--- src/rtl/balance_display_scanner_pkg.sv ---
// Shared constants and types for the balance display scanner.
//   SEG_BLANK / AN_OFF : all-segments-off and all-anodes-off codes (active-low)
//   HEX_SEG            : 4-bit hex to 7-segment table, bit0 = a, active-low
//   mode_e             : channel navigation mode
package balance_display_scanner_pkg;

  localparam logic [6:0] SEG_BLANK = 7'h7F;
  localparam logic [7:0] AN_OFF    = 8'hFF;

  // Entry n is the segment pattern for hex digit n (F at the top, 0 at the bottom).
  localparam logic [15:0][6:0] HEX_SEG = {
    7'h0E, 7'h06, 7'h21, 7'h46, 7'h03, 7'h08, 7'h10, 7'h00,
    7'h78, 7'h02, 7'h12, 7'h19, 7'h30, 7'h24, 7'h79, 7'h40
  };

  typedef enum logic {
    MANUAL = 1'b0,
    AUTO   = 1'b1
  } mode_e;

endpackage

--- src/rtl/balance_display_scanner_seg7.sv ---
// seg7_hex_encode: combinational hex digit to active-low 7-segment encoder.
//   i_hex : 4-bit value 0..F
//   o_seg : segments a..g, active-low, bit0 = a
module seg7_hex_encode
  import balance_display_scanner_pkg::*;
(
  input  logic [3:0] i_hex,
  output logic [6:0] o_seg
);

  assign o_seg = HEX_SEG[i_hex];

endmodule

--- src/rtl/balance_display_scanner.sv ---
// balance_display_scanner: picks one of NUM_CH packed balance channels and
// multiplexes it onto an 8-digit active-low seven-segment display.
//   clk, reset          : clock, synchronous active-high reset
//   btn_next/prev/auto  : debounced button levels (rising edge = press)
//   balances            : NUM_CH packed VAL_W-bit values, channel k at [k*VAL_W +: VAL_W]
//   ch_sel, auto_mode   : selected channel, auto-cycle active
//   AN, led             : digit anodes and segments a..g, both active-low
module balance_display_scanner
  import balance_display_scanner_pkg::*;
#(
  parameter int NUM_CH    = 5,
  parameter int VAL_W     = 16,
  parameter int SCAN_DIV  = 100000,
  parameter int DWELL_CYC = 200000000
) (
  input  logic                      clk,
  input  logic                      reset,
  input  logic                      btn_next,
  input  logic                      btn_prev,
  input  logic                      btn_auto,
  input  logic [NUM_CH*VAL_W-1:0]   balances,
  output logic [$clog2(NUM_CH)-1:0] ch_sel,
  output logic                      auto_mode,
  output logic [7:0]                AN,
  output logic [6:0]                led
);

  localparam int CH_W  = $clog2(NUM_CH);
  localparam int NDIG  = VAL_W / 4;
  localparam int PRE_W = $clog2(SCAN_DIV);
  localparam int DW_W  = $clog2(DWELL_CYC);

  // Buttons: bit0 next, bit1 prev, bit2 auto. r_btn_s samples the level,
  // r_btn_q holds the previous sample so a held button yields one press.
  logic [2:0]       r_btn_s, r_btn_q;
  logic [2:0]       w_press;
  logic             w_next_p, w_prev_p, w_auto_p;

  mode_e            r_mode, w_mode_nxt;
  logic [CH_W-1:0]  r_ch, w_ch_nxt, w_ch_inc, w_ch_dec;
  logic [DW_W-1:0]  r_dwell, w_dwell_nxt;

  logic [PRE_W-1:0] r_pre;
  logic             w_pre_tc;
  logic [2:0]       r_dig;
  logic [VAL_W-1:0] r_cap, w_sel_val;
  logic [CH_W-1:0]  r_cap_ch;
  logic [3:0]       w_hex;
  logic [6:0]       w_seg;
  logic             w_blank;
  logic [7:0]       r_an;
  logic [6:0]       r_led;

  assign w_press  = r_btn_s & ~r_btn_q;
  assign w_next_p = w_press[0];
  assign w_prev_p = w_press[1];
  assign w_auto_p = w_press[2];

  assign w_ch_inc = (r_ch == CH_W'(NUM_CH - 1)) ? '0 : r_ch + 1'b1;
  assign w_ch_dec = (r_ch == '0) ? CH_W'(NUM_CH - 1) : r_ch - 1'b1;

  // Mode state register
  always_ff @(posedge clk) begin
    if (reset) r_mode <= MANUAL;
    else       r_mode <= w_mode_nxt;
  end

  // Next mode, channel and dwell count. A manual press outranks dwell expiry;
  // next+prev together cancel but still restart the dwell.
  always_comb begin
    w_mode_nxt  = r_mode;
    w_ch_nxt    = r_ch;
    w_dwell_nxt = '0;
    if (w_auto_p) w_mode_nxt = (r_mode == MANUAL) ? AUTO : MANUAL;
    if (w_next_p && !w_prev_p)      w_ch_nxt = w_ch_inc;
    else if (w_prev_p && !w_next_p) w_ch_nxt = w_ch_dec;
    if (r_mode == AUTO && !w_auto_p) begin
      if (w_next_p || w_prev_p) begin
        w_dwell_nxt = '0;
      end else if (r_dwell == DW_W'(DWELL_CYC - 1)) begin
        w_dwell_nxt = '0;
        w_ch_nxt    = w_ch_inc;
      end else begin
        w_dwell_nxt = r_dwell + 1'b1;
      end
    end
  end

  always_ff @(posedge clk) begin
    if (reset) begin
      r_btn_s <= '0;
      r_btn_q <= '0;
      r_ch    <= '0;
      r_dwell <= '0;
    end else begin
      r_btn_s <= {btn_auto, btn_prev, btn_next};
      r_btn_q <= r_btn_s;
      r_ch    <= w_ch_nxt;
      r_dwell <= w_dwell_nxt;
    end
  end

  // Scanner and frame capture: the value and its channel index are latched
  // together as d wraps 7->0, so a frame never mixes old and new digits.
  assign w_pre_tc  = (r_pre == PRE_W'(SCAN_DIV - 1));
  assign w_sel_val = balances[r_ch*VAL_W +: VAL_W];

  always_ff @(posedge clk) begin
    if (reset) begin
      r_pre    <= '0;
      r_dig    <= '0;
      r_cap    <= '0;
      r_cap_ch <= '0;
    end else begin
      r_pre <= w_pre_tc ? '0 : r_pre + 1'b1;
      if (w_pre_tc) begin
        r_dig <= r_dig + 3'd1;
        if (r_dig == 3'd7) begin
          r_cap    <= w_sel_val;
          r_cap_ch <= r_ch;
        end
      end
    end
  end

  // Digit 7 always carries the channel index; value digits above NDIG blank.
  assign w_hex   = (r_dig == 3'd7) ? 4'(r_cap_ch) : 4'(r_cap >> {r_dig, 2'b00});
  assign w_blank = (r_dig != 3'd7) && (int'(r_dig) >= NDIG);

  seg7_hex_encode u_enc (
    .i_hex (w_hex),
    .o_seg (w_seg)
  );

  always_ff @(posedge clk) begin
    if (reset) begin
      r_an  <= AN_OFF;
      r_led <= SEG_BLANK;
    end else begin
      r_an  <= w_blank ? AN_OFF : ~(8'd1 << r_dig);
      r_led <= w_blank ? SEG_BLANK : w_seg;
    end
  end

  assign ch_sel    = r_ch;
  assign auto_mode = (r_mode == AUTO);
  assign AN        = r_an;
  assign led       = r_led;

endmodule

--- config.mk ---
export PLATFORM = sky130hd
export DESIGN_NAME = balance_display_scanner
export DESIGN_NICKNAME = d
export VERILOG_FILES = /design/src/rtl/balance_display_scanner_pkg.sv /design/src/rtl/balance_display_scanner_seg7.sv /design/src/rtl/balance_display_scanner.sv
export SDC_FILE = /design/constraint.sdc
export NUM_CORES = 1
export LEC_CHECK = 0
export BUFFER_PORTS_ARGS = -buffer_cell sky130_fd_sc_hd__buf_2
export CORE_MARGIN = 2
export CORE_UTILIZATION = 43
export DETAILED_ROUTE_END_ITERATION = 7
export GPL_TIMING_DRIVEN = 0
export PLACE_DENSITY = 0.7
export SLEW_MARGIN = 40
export SYNTH_ARGS = -nofsm -noshare
export SYNTH_HDL_FRONTEND = slang
export SYNTH_HIERARCHICAL = 1
export SYNTH_SLANG_ARGS = --single-unit
--- constraint.sdc ---
create_clock -name clk -period 5.94 [get_ports clk]
set_input_delay 1.188 -clock clk [delete_from_list [all_inputs] [get_ports clk]]
set_output_delay 1.188 -clock clk [all_outputs]
set_load 0.02 [all_outputs]
==> results.toml <==
[status]
status = "completed"

[hold_path]
min-delay-path-class = "reg2reg"

[setup_path]
crit_arrival_ns = 3.00
worstPathMaxFanout = 7
cp.required_ns = 6.16
worstSetupPathType = "reg2reg"
startpoint_type = "flop"
end_kind = "flop"

[cells_and_area]
drive_gt1_frac = 0.315
post-route-util = 0.537
antennaDiodeCount = 0
finalNetCount = 706
finalNonFillerCells = 747
syn_to_final_growth_pct = 20.5

[cts]
cts_made_buffers = 9
path_clk_slew_ns = 0.06
cts_tree = "yes"
cts_htree_levels = 3
cts_sinks = 92
cts_buffer_depth = 2
root_buffer = "clkbuf_16"
ctsHoldBuffers = 0
cts_resized = 0
postCtsSetupBuffers = 0
clk_latency_ns = 0.33

[synth]
ys_seq_elements = 92
syn_area_per_cell_um2 = 10.0
synth.distinct_cells = 62
syn-cell-area_um2 = 4890
synth_top_area_share = 0.376
ys.flop_type = "dfxtp_1"
synth_edf_count = 0
synth_area_leader_cell = "dfxtp_1"
async_flop_share = 0
synth_nets = 593
syn_inst = 489
yosysSeqAreaShare = 0.376
yosys-top-cells-area = "dfxtp_1 (38%), mux4_2 (7.8%), nor2_1 (5.1%)"
yosysWarningCount = 6

[die]
ios = 104
start_util = 0.445
die_h_um = 111
rows = 38
die-area_um2 = 12200
die_x_um = 111
core_area_um2 = 11000

[run]
cap_violations = 0

[detailed_routing]
dr.pass1.iters = 4
via_per_inst = 5.32
drc = 0
vias = 3972
routedWlPerCell_um = 14.4
wirelength_um = 10700
postRouteAntennaNets = 0
drt-initial-drc-count = 138

[pwr]
power_density_nw_per_um2 = 231
p_leak_nw = 2.24
ir_drop_v = 0.000170

[placed_design]
dpl.hpwl_um = 8280
gp_congestion = 0.798
placed_cells = 731
numPortBuffers = 102

[sta]
setup_viol = 0
slew_headroom = 0.626
rsz0062_at_grt = "false"
fin_crit_ns = 2.79
hold_violations = 0
fmax_mhz = 359
finalSetupTns_ns = 0
slew_violations = 0
clock_skew_ns = 0.00689
worst_pin_slew_ns = 0.562
period_share = 0.469

[global_routing]
grt_max_degree = 16
grt_pass1_wl_um = 18100
track_usage = 0.179
grt-ovfl-total = 0
grt_pass1_vias = 3916
grt_antenna_before_repair = 0
==> power by group <==
group          total (mW)  internal, mW  switching, mW  leakage (nW)
clock network       0.602         0.371          0.231         0.150
registers           0.632         0.625        0.00697         0.746
logic               0.131        0.0671         0.0635          1.34
total                1.36          1.06          0.301          2.24
==> registers in the layout (all words and copies together), names as in the netlist, 7 cells and up <==
register,flops
r_dwell,28
r_pre,17
r_cap,16
AN,8
led,7
==> Yosys cell counts (14+ instances only) <==
cell / number
nand2_1: 23
nand4_1: 15
a22oi_1: 16
xnor2_1: 22
a211oi_2: 14
ha_1: 19
dfxtp_1: 92
nand3_1: 18
inv_1: 16
xor2_1: 17
mux4_2: 17
nor2_1: 67
==> cells in the final DEF (no fill, tap or decap), types with 6 or more instances in the layout <==
master / count
inv_1: 16
a21oi_1: 10
xnor2_1: 22
nand2_1: 23
clkbuf_1: 6
nor2_1: 67
ha_1: 19
nor2b_1: 8
a22oi_1: 16
and3_1: 9
nand3_1: 18
nor3_1: 7
nand4_1: 15
buf_2: 108
nor2_2: 9
mux4_2: 17
o21ai_0: 9
clkbuf_16: 9
dfxtp_1: 92
a211oi_2: 14
xor2_1: 17
or3_1: 13
==> cell type report <==
cell class,count,area (um2)
clock inverter,5,85.1
inverter,17,63.8
sequential,92,1840
fill,962,5090
tap,140,175
buffer,26,246
clock buffer,11,233
timing repair buffer,102,510
multi-input combinational,354,2740
==> path summary, 6_finish.rpt <==
check | slack, ns | start | to | depth (start not counted)
worst max-delay path | 3.15 | r_dig[1] | led[3] | 10
worst min register to register | 0.44 | r_dwell[0] | r_dwell[0] | 1
worst min-delay path | 0.44 | r_dwell[0] | r_dwell[0] | 1
worst max register to register | 3.15 | r_dig[1] | led[3] | 10
==> worst max-delay path: stages (launching register included) <==
cell,delay [ns]
dfxtp_1,0.41
ha_1,0.27
ha_1,0.28
nor2_1,0.29
a22o_1,0.28
inv_1,0.14
ha_1,0.20
or2_2,0.29
a21oi_1,0.15
a31oi_1,0.06
or3_1,0.31
==> metal layers <==
metal / GRT usage / up-vias / part of all wire
met5: 0 / - / 0
met4: 0.0575 / 0 / 0.013
met3: 0.0344 / 10 / 0.040
met2: 0.307 / 107 / 0.49
met1: 0.229 / 1887 / 0.45
li1: - / 1968 / -
==> kinds of logic after synthesis <==
logic type      after synthesis  synth area share
flops                        92             0.376
simple gates                201             0.224
xor+xnor                     39            0.0698
fa+ha+maj                    19            0.0486
buf+inv                      43            0.0634
compound gates               68             0.108
mux                          27             0.109
==> metrics by stage <==
stage | instance area [um2] | hold slack [ns] | total power [mW] | worst slack, ns
after floorplan | 4890 | 0.411 | 0.727 | 3.43
after global placement | 5580 | 0.424 | 0.774 | 3.20
after detailed placement | 5580 | 0.436 | 0.777 | 3.16
after CTS | 5900 | 0.449 | 1.38 | 3.15
after global routing | 5900 | 0.468 | 1.42 | 2.97
final | 5900 | 0.443 | 1.36 | 3.15
No activity file was read; power rests on OpenSTA's default activity.
